--- src/rtl/t02_keypad_pkg.sv ---
// Shared types and constants for the t02 keypad scanner and its key queue.
package t02_keypad_pkg;

  localparam int unsigned KP_ROWS = 4;
  localparam int unsigned KP_COLS = 4;

  typedef enum logic [1:0] {IDLE, SCAN, DEBOUNCE, PRESSED} t02_kp_state_t;

  typedef logic [3:0] t02_key_code_t;

  // Rows are active-low; the lowest-numbered low row wins when several are pressed.
  function automatic logic [1:0] lowest_low_row(input logic [KP_ROWS-1:0] rows);
    logic [1:0] idx;
    idx = '0;
    for (int unsigned i = 0; i < KP_ROWS; i++) begin
      if (!rows[KP_ROWS-1-i]) idx = 2'(KP_ROWS-1-i);
    end
    return idx;
  endfunction

endpackage

--- src/rtl/t02_key_fifo.sv ---
// Key queue: circular FIFO of DEPTH entries when T02_KEYPAD_FIFO_EN is defined,
// otherwise a single holding register. Tracks a sticky overrun flag.
module t02_key_fifo
  import t02_keypad_pkg::*;
#(
  parameter int unsigned DEPTH = 4
) (
  input  logic          clk,
  input  logic          rst,
  input  logic          push,
  input  t02_key_code_t push_data,
  input  logic          pop,
  output t02_key_code_t head,
  output logic          empty,
  output logic          full,
  output logic          overrun
);

  logic pop_ok;
  logic push_ok;
  logic drop;

  // A pop frees a slot in the same cycle, so push is accepted even when full.
  assign pop_ok  = pop & ~empty;
  assign push_ok = push & (~full | pop_ok);
  assign drop    = push & full & ~pop_ok;

  always_ff @(posedge clk or posedge rst) begin
    if (rst) begin
      overrun <= 1'b0;
    end else if (drop) begin
      overrun <= 1'b1;
    end else if (pop_ok) begin
      overrun <= 1'b0;
    end
  end

`ifdef T02_KEYPAD_FIFO_EN
  localparam int unsigned AW = $clog2(DEPTH);

  logic [AW:0]   wr_ptr;
  logic [AW:0]   rd_ptr;
  t02_key_code_t mem [DEPTH];

  assign empty = (wr_ptr == rd_ptr);
  assign full  = (wr_ptr[AW] != rd_ptr[AW]) && (wr_ptr[AW-1:0] == rd_ptr[AW-1:0]);
  assign head  = mem[rd_ptr[AW-1:0]];

  always_ff @(posedge clk or posedge rst) begin
    if (rst) begin
      wr_ptr <= '0;
      rd_ptr <= '0;
      for (int unsigned i = 0; i < DEPTH; i++) mem[i] <= '0;
    end else begin
      if (push_ok) begin
        mem[wr_ptr[AW-1:0]] <= push_data;
        wr_ptr              <= wr_ptr + (AW+1)'(1);
      end
      if (pop_ok) rd_ptr <= rd_ptr + (AW+1)'(1);
    end
  end
`else
  t02_key_code_t head_q;
  logic          valid_q;

  assign empty = ~valid_q;
  assign full  = valid_q;
  assign head  = head_q;

  always_ff @(posedge clk or posedge rst) begin
    if (rst) begin
      head_q  <= '0;
      valid_q <= 1'b0;
    end else if (push_ok) begin
      head_q  <= push_data;
      valid_q <= 1'b1;
    end else if (pop_ok) begin
      valid_q <= 1'b0;
    end
  end
`endif

endmodule

--- src/rtl/t02_keypad_scanner.sv ---
// 4x4 matrix keypad scanner with press/release debounce and a CPU key queue.
// Queue depth is FIFO_DEPTH when T02_KEYPAD_FIFO_EN is defined, else a single register.
module t02_keypad_scanner
  import t02_keypad_pkg::*;
#(
  parameter int unsigned SCAN_DIV     = 1000,
  parameter int unsigned DEBOUNCE_CNT = 4,
  parameter int unsigned FIFO_DEPTH   = 4
) (
  input  logic                 clk,
  input  logic                 rst,
  input  logic                 en,
  input  logic [KP_ROWS-1:0]   read_row,
  output logic [KP_COLS-1:0]   scan_col,
  output logic [3:0]           key_code,
  output logic                 key_valid,
  input  logic                 key_ack,
  output logic                 key_pressed,
  output logic                 overrun
);

  localparam int unsigned DIV_W = $clog2(SCAN_DIV);
  localparam int unsigned DBC_W = $clog2(DEBOUNCE_CNT + 1);
  localparam logic [DIV_W-1:0] DIV_LAST = DIV_W'(SCAN_DIV - 1);
  localparam logic [DBC_W-1:0] DBC_DONE = DBC_W'(DEBOUNCE_CNT);
  localparam logic [DBC_W-1:0] DBC_ONE  = DBC_W'(1);

  logic [KP_ROWS-1:0] row_meta;
  logic [KP_ROWS-1:0] rows;

  t02_kp_state_t      state_q, state_d;
  logic [1:0]         col_q, col_d;
  logic [1:0]         row_q, row_d;
  logic [DIV_W-1:0]   div_q, div_d;
  logic [DBC_W-1:0]   dbc_q, dbc_d;
  logic [DBC_W-1:0]   rel_q, rel_d;
  logic               tick;
  logic               push;
  t02_key_code_t      push_code;
  logic               q_empty;
  logic               q_full;

  // Rows idle high (pulled up), so the synchroniser resets to all ones.
  always_ff @(posedge clk or posedge rst) begin
    if (rst) begin
      row_meta <= '1;
      rows     <= '1;
    end else begin
      row_meta <= read_row;
      rows     <= row_meta;
    end
  end

  always_ff @(posedge clk or posedge rst) begin
    if (rst) begin
      state_q <= IDLE;
      col_q   <= '0;
      row_q   <= '0;
      div_q   <= '0;
      dbc_q   <= '0;
      rel_q   <= '0;
    end else begin
      state_q <= state_d;
      col_q   <= col_d;
      row_q   <= row_d;
      div_q   <= div_d;
      dbc_q   <= dbc_d;
      rel_q   <= rel_d;
    end
  end

  assign tick = (div_q == DIV_LAST);

  always_comb begin
    state_d = state_q;
    col_d   = col_q;
    row_d   = row_q;
    div_d   = div_q;
    dbc_d   = dbc_q;
    rel_d   = rel_q;
    push    = 1'b0;

    if (!en) begin
      state_d = IDLE;
      div_d   = '0;
      dbc_d   = '0;
      rel_d   = '0;
    end else begin
      if (state_q != IDLE) div_d = tick ? '0 : div_q + DIV_W'(1);

      unique case (state_q)
        IDLE: begin
          state_d = SCAN;
          col_d   = '0;
          div_d   = '0;
        end
        SCAN: begin
          if (tick) begin
            if (&rows) begin
              col_d = col_q + 2'd1;
            end else begin
              row_d = lowest_low_row(rows);
              // With a single-tick debounce the first sighting is already stable.
              if (DBC_ONE == DBC_DONE) begin
                push    = 1'b1;
                dbc_d   = '0;
                state_d = PRESSED;
              end else begin
                dbc_d   = DBC_ONE;
                state_d = DEBOUNCE;
              end
            end
          end
        end
        DEBOUNCE: begin
          if (tick) begin
            if (!rows[row_q]) begin
              if ((dbc_q + DBC_ONE) == DBC_DONE) begin
                push    = 1'b1;
                dbc_d   = '0;
                state_d = PRESSED;
              end else begin
                dbc_d = dbc_q + DBC_ONE;
              end
            end else begin
              dbc_d   = '0;
              state_d = SCAN;
            end
          end
        end
        PRESSED: begin
          if (tick) begin
            if (rows[row_q]) begin
              if ((rel_q + DBC_ONE) == DBC_DONE) begin
                rel_d   = '0;
                col_d   = col_q + 2'd1;
                state_d = SCAN;
              end else begin
                rel_d = rel_q + DBC_ONE;
              end
            end else begin
              rel_d = '0;
            end
          end
        end
        default: state_d = IDLE;
      endcase
    end
  end

  assign push_code   = {row_d, col_q};
  assign scan_col    = (state_q == IDLE) ? 4'hF : ~(4'b0001 << col_q);
  assign key_pressed = (state_q == PRESSED);
  assign key_valid   = ~q_empty;

  t02_key_fifo #(
    .DEPTH (FIFO_DEPTH)
  ) u_fifo (
    .clk       (clk),
    .rst       (rst),
    .push      (push),
    .push_data (push_code),
    .pop       (key_ack),
    .head      (key_code),
    .empty     (q_empty),
    .full      (q_full),
    .overrun   (overrun)
  );

endmodule

--- config.mk ---
export PLATFORM = sky130hd
export DESIGN_NAME = t02_keypad_scanner
export DESIGN_NICKNAME = d
export VERILOG_FILES = /design/src/rtl/t02_keypad_pkg.sv /design/src/rtl/t02_key_fifo.sv /design/src/rtl/t02_keypad_scanner.sv
export SDC_FILE = /design/constraint.sdc
export NUM_CORES = 1
export LEC_CHECK = 0
export ABC_AREA = 1
export CELL_PAD_IN_SITES_DETAIL_PLACEMENT = 0
export CELL_PAD_IN_SITES_GLOBAL_PLACEMENT = 1
export CORE_UTILIZATION = 43
export DETAILED_ROUTE_END_ITERATION = 16
export GPL_TIMING_DRIVEN = 0
export PLACE_DENSITY_LB_ADDON = 0.1
export SETUP_SLACK_MARGIN = 0.15
export SYNTH_ARGS = -nofsm -noshare
export SYNTH_HDL_FRONTEND = slang
export SYNTH_SLANG_ARGS = --single-unit
--- constraint.sdc ---
create_clock -name clk -period 1.7 [get_ports clk]
set_input_delay 0.425 -clock clk [delete_from_list [all_inputs] [get_ports clk]]
set_output_delay 0.425 -clock clk [all_outputs]
set_load 0.1 [all_outputs]
; ---- After elaboration in Yosys (flattened, before gate mapping)
; Index checks and enable logic that the tools add are counted.
; W data, S select, Z words.
[op_classes]
addsub = 4
magnitude_cmp = 1
n_eq_ne = 22
shift = 1
n_mux = 51
bitwise = 8
reduce_logical = 10
[op_table]
columns = op, n
row1 = $mux W2, 22
row2 = $mux W10, 4
row3 = $mux W3, 11
row4 = $reduce_and A7 Y1, 2
row5 = $add A10 B1 Y10 const B, 1
row6 = $eq A10 B10 Y1 const B, 1
row7 = $ne A2 B1 Y1 const B, 5
row8 = $mux W1, 9
row9 = $ne A3 B2 Y1 const B, 3
row10 = $ne A3 B3 Y1 const B, 3
row11 = $pmux W2 S4, 1
row12 = $reduce_and A4 Y1, 2
row13 = $add A3 B1 Y3 const B, 2
row14 = $eq A3 B3 Y1 const B, 2
row15 = $ne A3 B1 Y1 const B, 2
row16 = $pmux W2 S3, 1
row17 = $pmux W3 S2, 1
row18 = $reduce_bool A2 Y1, 3
row19 = $and A1 B1 Y1, 4
row20 = $eq A2 B2 Y1 const B, 2
row21 = $mux W4, 1
row22 = $ne A2 B2 Y1 const B, 2
row23 = $ne A4 B4 Y1 const B, 1
row24 = $not A4 Y4, 1
row25 = 10 further kinds, 11
[totals]
register_bits = 36
out_inout_bits = 11

; ---- Logic depth before layout (Yosys ltp)
; Gate-level depths: netlist of the first run.
[depth]
depth_word = 10
ltp_mapped = 11

; ---- Hierarchy
; A second synthesis of the first run with hierarchy kept.
[unflattened]
cells_unflattened = 246
area_unflattened_um2 = 1995.7
[modules_own_cells]
columns = mod, instances, cells_each, area_per_inst_um2, seq_area_each_um2
row1 = t02_keypad_scanner, 1, 217, 1747.9, 760.7
row2 = t02_key_fifo, 1, 29, 247.7, 150.1

; ---- Least setup slack after synthesis of the first run
; Ideal clock, no wire load.
[synth_path]
path_kind = register -> register
start = register state_q[1]
end = register state_q[0]
arrival_ps = 1799
setup_slack_ps = -222
path_stages_with_launch = 9
path_buffers = 0
period_less_slack_ps = 1922
cell_sequence = dfrtp_1 ha_1 nand2_1 inv_1 nand2_1 nand3_1 inv_1 nand3_1 nand2_1
[synth_between]
elab_chain_cells = 3
word_cells_on_any_way = 14
[synth_rtl]
columns = item, line
row1 = from (decl), t02_keypad_scanner.sv:31  ; t02_kp_state_t state_q, state_d;
row2 = from (signal assigned), t02_keypad_scanner.sv:63  ; state_q <= state_d;
row3 = $eq A2 B2 Y1 *, -
row4 = via key_pressed, t02_keypad_scanner.sv:18  ; output logic key_pressed,
row5 = $ne A3 B2 Y1 (no source line) / $pmux W2 S4 (equally long branches), -
row6 = $reduce_and A7 Y1 (no source line) / $mux W2 (equally long branches), -
; Mark *: on every way through the listed nets, which the timed path passes. The rest lies on a longest branch.
; A chain may end at the register's enable or synchronous reset.

; ---- Worst setup path in the final report of the first run
[layout_path]
start = register state_q[1]
end = output port scan_col[0]
[layout_between]
elab_chain_cells = 2
[layout_rtl]
columns = item, line
row1 = $logic_not A2 Y1, t02_keypad_scanner.sv:152  ; assign scan_col = (state_q == IDLE) ? 4'hF : ~(4'b0001 << col_q);
row2 = $mux W4, t02_keypad_scanner.sv:152
row3 = to (decl), t02_keypad_scanner.sv:14  ; output logic [KP_COLS-1:0] scan_col,
; No other way between the ends.

==> run summary, run 1 <==
top post-synthesis cells by count: sky130_fd_sc_hd__nand2_1, sky130_fd_sc_hd__inv_1, sky130_fd_sc_hd__dfrtp_1
worst setup margin: -23.4 ps
Warnings, synthesis: 0
Netlist cell types: 28
die extent in x: 71.6 um
hold_ws: 357 ps
total wirelength of the detailed-routed design: 4.50 mm
number of enable-type register cells in the synthesized netlist: 0
Net count, final: 315
Antenna Diode Count: 0
mean area per synthesized cell: 8.17 um2
clock tree from TritonCTS: yes
Clock Skew: 6.57 ps
setup tns final: -68.0 ps
global router's overall resource usage: 19.3%
first-pass GRT wire length: 7.74 mm
switching share of power: 40.7%
Worst Max-Slew Pin Slew: 769 ps
fin crit period: 1720 ps
antenna violations before repair: 0
largest cells by area after synthesis: sky130_fd_sc_hd__dfrtp_1, sky130_fd_sc_hd__nand2_1, sky130_fd_sc_hd__dfstp_2
worst vdd ir: 0.000686 V
internal power of the cells: 1800 uW
RSZ-0062 raised after global routing: true
finished layout cell area: 0.00275 mm2
capturing element type of the critical path: output pin
cell at the root of the clock tree: sky130_fd_sc_hd__clkbuf_8
area growth from synthesis to layout: 32.1%
post-route total power: 3040 uW
fraction of the yosys area taken by sequential cells: 43.7%
post-synthesis async set-or-reset flop share: 100%
count of vias placed by the detailed router: 1702
Seq pwr share: 33.7%
most frequent cell after synthesis: sky130_fd_sc_hd__nand2_1
worst hold path class: reg2reg
Die Height: 71.6 um
Post-synth top flop: sky130_fd_sc_hd__dfrtp_1
Die Outline Area: 0.00513 mm2
final setup violation count: 4
timing-limited maximum frequency: 580 MHz
post-route clock period utilization: 101%
outcome: finished with violations
number of rows in the core area: 24
data arrival time at the worst-slack endpoint: 1300 ps
area inside the core boundary: 0.00450 mm2
total placed instance area: 0.00232 mm2
final hold violation count: 0
first-iteration detailed-routing DRC count: 111
cell accounting for the most synthesized area: sky130_fd_sc_hd__dfrtp_1
Synthesized Nets: 277
gate count after technology mapping: 255
max-cap viol count: 0
worst-path maximum fanout: 5
antenna-violating nets left: 0
CTS buffer count: 5
portion of synthesized cell area occupied by the leading cell type: 33.6%
post-detailed-route via-to-cell ratio: 4.92
half-perimeter wire length after detailed placement: 2.94 mm
number of pins with negative max-slew slack in the final report: 0
synthesis-stage register bit count: 36
Top Ports: 19
Worst Setup Start Kind: flip-flop
Clock Sinks: 36
type of the worst setup path: reg2out
static leakage power: 0.00131 uW
quantity of I/O buffers inserted on ports: 17
layout cells sized above 1: 39.8%
vias in the first global route: 1667
clock network fraction of design power: 20.3%
final weighted congestion of routability-driven global placement: 0.817
clock latency reported for the late side of the worst-skew pair: 290 ps
maximum level of the CTS H-tree: 2
endpoint required time on the critical path: 1270 ps
share of power burned in combinational logic: 46.0%
maximum number of pins on one net before global-route repair: 37
DR pass1 iterations: 4
Initial Utilization: 46.3%
violated checks: setup timing
drt drc: 0
power per standard cell area: 1100 mW/mm2
Routed wire per std cell: 13.0 um
clock edge transition at the registers on the reported setup and hold paths: 80 ps
P_sw: 1240 uW
worst-case headroom to the max-slew limit: 48.6%
cell area after technology mapping: 0.00208 mm2
final global-route overflow total: 0
maximum clock path buffer count: 2
==> critical path: stages, from the launching register on <==
cell                      delay, ps
sky130_fd_sc_hd__dfrtp_1        430
sky130_fd_sc_hd__inv_2          120
sky130_fd_sc_hd__ha_4           170
sky130_fd_sc_hd__inv_8           50
sky130_fd_sc_hd__nand2_4         60
sky130_fd_sc_hd__buf_12         170
==> path summary, 6_finish.rpt <==
kind                               end  slack [ps]        start  cells past startpoint
setup reg to reg              col_q[1]         150   state_q[1]                      8
hold / removal                 rows[3]         360  row_meta[3]                      0
setup / recovery           scan_col[0]         -20   state_q[1]                      5
hold reg to reg                rows[3]         360  row_meta[3]                      0
min in group asynchronous     rel_q[1]         590          rst                      2
max in group asynchronous  u_fifo.full         570          rst                      2
==> state kept, by name, indices dropped and copies added (netlist names), 3 cells and up <==
signal	cells
div_q	10
row_meta	4
rows	4
u_fifo.head	4
dbc_q	3
rel_q	3
==> what timing repair did <==
| action | CTS | global route |
|---|---|---|
| gates cloned | 0 | 0 |
| pin swaps | 2 | 13 |
| setup buffers | 5 | 9 |
| setup endpoints to repair | 26 | 26 |
| gates resized for setup | 89 | 55 |
| hold buffers | 0 | 0 |
==> through the flow <==
stage	util [%]	setup slack [ps]	instances
detailed placement	51.6	-688	324
CTS	55.6	22.1	337
global placement	51.6	-675	324
floorplan	-	-76.9	255
finish	61.1	-23.4	346
global route	61.1	-59.9	346
==> kinds of logic (layout without fill, tap and decap cells) <==
logic type	count (synthesis)	in the layout	share of synthesized area, %
AND/OR/NAND/NOR	144	144	33.2
AO/OA/AOI/OAI	23	23	6.91
buffers and inverters	35	74	6.49
XOR/XNOR	3	3	1.26
adder cells (fa/ha/maj)	14	14	8.41
flip-flops	36	36	43.7
==> metal layers <==
metal	part of all wire, %	global-route usage [%]	vias up
met5	0	0	-
met3	2.0	3.80	4
met4	0.60	4.58	0
met2	52	33.0	18
met1	46	25.2	806
li1	-	-	874
==> cell usage in the layout, fill, tap and decap left out, types with 2 or more instances in the layout <==
cell / instances
sky130_fd_sc_hd__buf_6: 2
sky130_fd_sc_hd__nand2_1: 54
sky130_fd_sc_hd__nor3_2: 2
sky130_fd_sc_hd__nand4_1: 2
sky130_fd_sc_hd__inv_4: 3
sky130_fd_sc_hd__nor2_1: 22
sky130_fd_sc_hd__buf_2: 4
sky130_fd_sc_hd__nand2_4: 8
sky130_fd_sc_hd__inv_2: 10
sky130_fd_sc_hd__dfstp_2: 8
sky130_fd_sc_hd__buf_12: 4
sky130_fd_sc_hd__clkdlybuf4s50_1: 6
sky130_fd_sc_hd__nor2_2: 2
sky130_fd_sc_hd__inv_1: 20
sky130_fd_sc_hd__nand3_1: 16
sky130_fd_sc_hd__ha_4: 4
sky130_fd_sc_hd__o21ai_0: 5
sky130_fd_sc_hd__nand3_2: 6
sky130_fd_sc_hd__ha_1: 7
sky130_fd_sc_hd__a21oi_1: 6
sky130_fd_sc_hd__o21ai_2: 3
sky130_fd_sc_hd__dfrtp_2: 3
sky130_fd_sc_hd__nor2_4: 7
sky130_fd_sc_hd__xor2_1: 3
sky130_fd_sc_hd__dfrtp_1: 25
sky130_fd_sc_hd__clkinv_2: 2
sky130_fd_sc_hd__ha_2: 3
sky130_fd_sc_hd__nor3_1: 5
sky130_fd_sc_hd__o21ai_1: 4
sky130_fd_sc_hd__nand3_4: 2
sky130_fd_sc_hd__nand2_2: 16
sky130_fd_sc_hd__or2_4: 2
sky130_fd_sc_hd__clkbuf_4: 2
sky130_fd_sc_hd__clkbuf_8: 5
sky130_fd_sc_hd__buf_4: 13
==> cell type report <==
cell class	instances	area, um2
Clock inverter	3	18.8
Tap cell	52	65.1
Sequential cell	36	915
Inverter	34	143
Multi-Input combinational cell	184	1230
Fill cell	404	1750
Clock buffer	5	68.8
Buffer	1	7.51
Timing Repair Buffer	31	303
==> power by group through the flow <==
stage | combinational, uW | clock [uW] | sequential, uW
2_1_floorplan | 642 | 0 | 1040
3_3_place_gp | 829 | 0 | 1040
3_5_place_dp | 831 | 0 | 1040
4_1_cts | 1080 | 635 | 1020
5_1_grt | 1500 | 677 | 1040
6_report | 1400 | 616 | 1020
Note: power is estimated with default switching activity, not from simulation.
==> run 2, diff against run 1 <==
CORE_MARGIN = 4   (was not set)
CORE_UTILIZATION = 47   (was 43)
DONT_BUFFER_PORTS = 1   (was not set)
clock period = 1.94 ns   (was 1.7 ns; I/O delays follow)
==> run 2 against run 1 <==
Net effect:
- the run now ends clean
- first-iteration DRC count down 56%
- largest power group unchanged
- register-to-register slack better by 160 ps
- largest cell class unchanged
- clock skew hardly changed
- via count down 7.9%
- sequential share of layout area is 4.8 points higher
- clock power shrank 16%
==> run summary, run 2 (synthesis gave the netlist of run 1 again) <==
Clock Skew: 6.59 ps (was 6.57 ps)
first-pass GRT wire length: 6.88 mm (was 7.74 mm)
number of pins with negative max-slew slack in the final report: 0 (unchanged)
clock edge transition at the registers on the reported setup and hold paths: 70 ps (was 80 ps)
total wirelength of the detailed-routed design: 3.99 mm (was 4.50 mm)
final weighted congestion of routability-driven global placement: 0.761 (was 0.817)
Net count, final: 290 (was 315)
worst vdd ir: 0.000520 V (was 0.000686 V)
register with the most flip-flops: div_q (unchanged)
clock latency reported for the late side of the worst-skew pair: 290 ps (about the same)
maximum clock path buffer count: 2 (unchanged)
Initial Utilization: 50.3% (was 46.3%)
timing-limited maximum frequency: 572 MHz
Worst Setup Start Kind: flip-flop (unchanged)
first-iteration detailed-routing DRC count: 49 (was 111)
Top Ports: 19 (unchanged)
global router's overall resource usage: 16.4% (was 19.3%)
number of placed instances, taps included: 306 (was 324)
maximum number of pins on one net before global-route repair: 20 (was 37)
flip-flop count of the largest register, all copies and words added: 10 (unchanged)
post-detailed-route via-to-cell ratio: 4.92 (about the same)
Clock Sinks: 36 (unchanged)
count of vias placed by the detailed router: 1568 (was 1702)
capturing element type of the critical path: output pin (unchanged)
DR pass1 iterations: 4 (unchanged)
clock tree from TritonCTS: yes (unchanged)
layout cells sized above 1: 24.5% (was 39.8%)
vias in the first global route: 1517 (was 1667)
final setup violation count: 0 (was 4)
worst hold path class: in2reg (was reg2reg)
placement-stage worst setup slack: 11.8 ps (was -688 ps)
RSZ-0062 raised after global routing: false (was true)
worst setup margin: 192 ps (was -23.4 ps)
final hold violation count: 0 (unchanged)
antenna-violating nets left: 0 (unchanged)
half-perimeter wire length after detailed placement: 2.97 mm (was 2.94 mm)
Hold Buf Count CTS: 0 (unchanged)
area inside the core boundary: 0.00414 mm2 (was 0.00450 mm2)
Die Height: 74.6 um (was 71.6 um)
number of rows in the core area: 23 (was 24)
Worst Max-Slew Pin Slew: 908 ps (was 769 ps)
Finished Core Util: 58.1% (was 61.1%)
quantity of I/O buffers inserted on ports: 0 (was 17)
final standard cell count with taps included and fillers excluded: 319 (was 346)
most common cell after layout, fill and taps aside: sky130_fd_sc_hd__nand2_1 (unchanged)
setup tns final: 0 ps (was -68.0 ps)
final global-route overflow total: 0 (unchanged)
worst-path maximum fanout: 5 (unchanged)
worst-case headroom to the max-slew limit: 39.5% (was 48.6%)
endpoint required time on the critical path: 1450 ps (was 1270 ps)
Routed wire per std cell: 12.5 um (was 13.0 um)
static leakage power: 0.00109 uW (was 0.00131 uW)
post-route clock period utilization: 90.1%
data arrival time at the worst-slack endpoint: 1260 ps (was 1300 ps)
CTS buffer count: 5 (unchanged)
area growth from synthesis to layout: 15.5% (was 32.1%)
maximum level of the CTS H-tree: 2 (unchanged)
cell at the root of the clock tree: sky130_fd_sc_hd__clkbuf_8 (unchanged)
type of the worst setup path: reg2out (unchanged)
max-cap viol count: 0 (unchanged)
antenna violations before repair: 0 (unchanged)
power per standard cell area: 993 mW/mm2 (was 1100 mW/mm2)
outcome: finished clean (was finished with violations)
Die Outline Area: 0.00556 mm2 (was 0.00513 mm2)
most frequent cells in the layout: sky130_fd_sc_hd__nand2_1, sky130_fd_sc_hd__inv_1, sky130_fd_sc_hd__nor2_1, sky130_fd_sc_hd__dfrtp_1, sky130_fd_sc_hd__nand3_1 (was sky130_fd_sc_hd__nand2_1, sky130_fd_sc_hd__dfrtp_1, sky130_fd_sc_hd__nor2_1, sky130_fd_sc_hd__inv_1)
fin crit period: 1750 ps
die extent in x: 74.6 um (was 71.6 um)
drt drc: 0 (unchanged)
Antenna Diode Count: 0 (unchanged)
==> run 2: cell count changes in the layout (fill, tap and decap cells not counted), sizes merged <==
cell,delta
inv,-2
clkdlybuf4s50,-6
buf,-17
==> run 2: path summary, 6_finish.rpt <==
path                             start     endpoint  slack, ps  depth (start not counted)
min in group asynchronous          rst     rel_q[0]        240                          1
max reg2reg                 state_q[0]   state_q[0]        310                          9
min                        read_row[0]  row_meta[0]        200                          0
min reg2reg                row_meta[0]      rows[0]        360                          0
max in group asynchronous          rst      rows[2]       1070                          2
max                         state_q[0]  scan_col[2]        190                          4
==> run 2: critical path, stage by stage (launching register included) <==
cell	delay [ps]
sky130_fd_sc_hd__dfrtp_2	420
sky130_fd_sc_hd__inv_2	80
sky130_fd_sc_hd__ha_4	170
sky130_fd_sc_hd__inv_6	140
sky130_fd_sc_hd__nand2_8	160
==> run 2: per-stage QoR <==
stage	instance area [um2]	power (uW)	hold slack [ps]
floorplan	2090	1470	345
global placement	2150	1580	346
detailed placement	2180	1590	347
CTS	2340	2310	188
global route	2410	2530	176
finish	2410	2390	195
==> run 2: layer usage <==
metal,wire (um),GRT usage (%),up-vias
li1,-,-,831
met1,1950,22.8,712
met2,1870,25.5,21
met3,120,3.78,4
met4,53,5.34,0
met5,0,0,-
==> run 2: area by class of cell <==
| class | count | area, um2 |
|---|---|---|
| Fill cell | 393 | 1740 |
| Buffer | 1 | 7.51 |
| Clock inverter | 1 | 5.00 |
| Timing Repair Buffer | 6 | 65.1 |
| Clock buffer | 7 | 76.3 |
| Sequential cell | 36 | 915 |
| Tap cell | 50 | 62.6 |
| Inverter | 34 | 133 |
| Multi-Input combinational cell | 184 | 1140 |
==> run 2: repair_timing <==
action / CTS / global route
endpoints found under the setup margin: 5 / 10
setup buffers: 2 / 3
pin swaps: 4 / 3
hold endpoints to repair: 0 / 0
resized for setup: 17 / 9
==> run 2: where the power goes <==
part	switching (uW)	internal, uW
logic	641	305
clock network	265	252
registers	97.6	828
total	1000	1380
==> run 3, diff against run 2 <==
CORE_UTILIZATION = 42   (was 47)
clock period = 1.4 ns   (was 1.94 ns; I/O delays follow)
==> run 3 against run 2 <==
Net effect:
- the run now ends with setup timing left
- largest power group unchanged
- clock power rose by 46%
- via count rose by 10%
- worst setup slack got worse by 350 ps
- combinational power rose by 92%
- worst hold slack got worse by 140 ps
- cell count rose by 12%
==> run summary, run 3 (synthesis gave the netlist of run 1 again) <==
area inside the core boundary: 0.00475 mm2 (was 0.00414 mm2)
capturing element type of the critical path: output pin (unchanged)
Clock Sinks: 36 (unchanged)
most frequent cells in the layout: sky130_fd_sc_hd__nand2_1, sky130_fd_sc_hd__nand2_2, sky130_fd_sc_hd__buf_4, sky130_fd_sc_hd__dfrtp_1, sky130_fd_sc_hd__inv_1 (was sky130_fd_sc_hd__nand2_1, sky130_fd_sc_hd__inv_1, sky130_fd_sc_hd__nor2_1, sky130_fd_sc_hd__dfrtp_1, sky130_fd_sc_hd__nand3_1)
total wirelength of the detailed-routed design: 4.66 mm (was 3.99 mm)
register with the most flip-flops: div_q (unchanged)
final global-route overflow total: 0 (unchanged)
endpoint required time on the critical path: 1050 ps (was 1450 ps)
Die Height: 78.4 um (was 74.6 um)
met1 wire length: 2.00 mm (was 1.95 mm)
post-route clock period utilization: 111%
clock tree from TritonCTS: yes (unchanged)
clock edge transition at the registers on the reported setup and hold paths: 80 ps (was 70 ps)
max-cap viol count: 0 (unchanged)
worst hold path class: in2async (was in2reg)
count of vias placed by the detailed router: 1726 (was 1568)
setup tns final: -1400 ps (was 0 ps)
maximum clock path buffer count: 2 (unchanged)
Antenna Diode Count: 0 (unchanged)
Net count, final: 312 (was 290)
data arrival time at the worst-slack endpoint: 1210 ps (was 1260 ps)
Routed wire per std cell: 13.0 um (was 12.5 um)
CTS buffer count: 5 (unchanged)
Clock Skew: 3.82 ps (was 6.59 ps)
antenna-violating nets left: 0 (unchanged)
worst vdd ir: 0.000550 V (was 0.000520 V)
outcome: finished with violations (was finished clean)
final setup violation count: 15 (was 0)
worst setup margin: -160 ps (was 192 ps)
setup slack, reg-to-reg: -130 ps (was 310 ps)
power per standard cell area: 1290 mW/mm2 (was 993 mW/mm2)
global router's overall resource usage: 16.8% (was 16.4%)
cell at the root of the clock tree: sky130_fd_sc_hd__clkbuf_8 (unchanged)
antenna violations before repair: 0 (unchanged)
final weighted congestion of routability-driven global placement: 0.743 (was 0.761)
final standard cell count with taps included and fillers excluded: 358 (was 319)
maximum level of the CTS H-tree: 2 (unchanged)
drt drc: 0 (unchanged)
DR pass1 iterations: 4 (unchanged)
length of routed met2 wiring: 2.41 mm (was 1.87 mm)
first-pass GRT wire length: 8.06 mm (was 6.88 mm)
worst-path maximum fanout: 5 (unchanged)
number of pins with negative max-slew slack in the final report: 0 (unchanged)
number of placed instances, taps included: 322 (was 306)
flip-flop count of the largest register, all copies and words added: 10 (unchanged)
topmost layer with routed signal wires: met4 (unchanged)
number of rows in the core area: 25 (was 23)
layout cells sized above 1: 57.7% (was 24.5%)
vias in the first global route: 1796 (was 1517)
static leakage power: 0.00127 uW (was 0.00109 uW)
maximum number of pins on one net before global-route repair: 37 (was 20)
cell count of the worst reg-to-reg path: 9 (unchanged)
met3 wire length: 152 um (was 120 um)
final hold violation count: 0 (unchanged)
quantity of I/O buffers inserted on ports: 0 (unchanged)
Worst Setup Start Kind: flip-flop (unchanged)
worst-case headroom to the max-slew limit: 49.1% (was 39.5%)
Die Outline Area: 0.00615 mm2 (was 0.00556 mm2)
half-perimeter wire length after detailed placement: 3.06 mm (was 2.97 mm)
placement-stage worst setup slack: -279 ps (was 11.8 ps)
clock latency reported for the late side of the worst-skew pair: 290 ps (about the same)
timing-limited maximum frequency: 641 MHz
most common cell after layout, fill and taps aside: sky130_fd_sc_hd__nand2_1 (unchanged)
type of the worst setup path: reg2out (unchanged)
Top Ports: 19 (unchanged)
first-iteration detailed-routing DRC count: 31 (was 49)
violated checks: setup timing
die extent in x: 78.4 um (was 74.6 um)
RSZ-0062 raised after global routing: true (was false)
post-detailed-route via-to-cell ratio: 4.82 (was 4.92)
Initial Utilization: 43.8% (was 50.3%)
Worst Max-Slew Pin Slew: 762 ps (was 908 ps)
fin crit period: 1560 ps
area growth from synthesis to layout: 43.9% (was 15.5%)
[run 3: cell types whose count changed in the layout (fill, tap and decap cells not counted), moves of 8 or more]
cell,delta
sky130_fd_sc_hd__buf_4,+15
sky130_fd_sc_hd__dfrtp_1,-8
sky130_fd_sc_hd__inv_1,-11
sky130_fd_sc_hd__nand2_1,-24
sky130_fd_sc_hd__nand2_2,+18
sky130_fd_sc_hd__nor2_1,-11
[run 3: power breakdown]
part	switching [uW]	total, uW	leakage (uW)	internal [uW]
clock network	401	753	0.0000404	352
registers	131	1280	0.000443	1150
logic	1130	1820	0.000789	691
total	1660	3860	0.00127	2200
[run 3: per-layer routing]
layer | track usage [%] | vias up
met4 | 6.47 | 0
met1 | 20.1 | 810
met5 | 0 | -
met3 | 3.21 | 11
met2 | 29.5 | 23
li1 | - | 882
[run 3: path summary, 6_finish.rpt]
path | start | endpoint
setup reg to reg | state_q[1] | state_q[0]
hold reg to reg | row_meta[3] | rows[3]
hold / removal | rst | u_fifo.head[2]
max in group asynchronous | rst | u_fifo.head[3]
setup / recovery | state_q[0] | scan_col[2]
min in group clk | read_row[0] | row_meta[0]
[run 3: area by class of cell]
type	instances	area, um2
Clock buffer	5	68.8
Tap cell	67	83.8
Clock inverter	3	23.8
Timing Repair Buffer	27	229
Sequential cell	36	940
Buffer	1	7.51
Fill cell	424	1760
Multi-Input combinational cell	185	1490
Inverter	34	156
[run 3: what timing repair did]
item	in CTS	in global routing
hold buffers	0	0
endpoints found under the setup margin	42	39
resized for setup	64	62
pin swaps	21	39
gates cloned	1	0
endpoints found under the hold margin	0	0
setup buffers	20	7
[run 3: worst max-delay path: stages (launching register included)]
cell                      delay [ps]
sky130_fd_sc_hd__dfrtp_2         430
sky130_fd_sc_hd__inv_2           100
sky130_fd_sc_hd__ha_4            160
sky130_fd_sc_hd__inv_8            70
sky130_fd_sc_hd__nand2_8         160
[run 3: metrics by stage]
step	util, %	total power, uW	cell area (um2)	hold slack (ps)
after global placement	47.6	2420	2260	348
final	63.1	3860	3000	50.6
after detailed placement	47.6	2430	2260	348
after CTS	57.7	3720	2740	34.9
after global routing	63.1	4100	3000	27.1
after floorplan	-	2250	2180	345
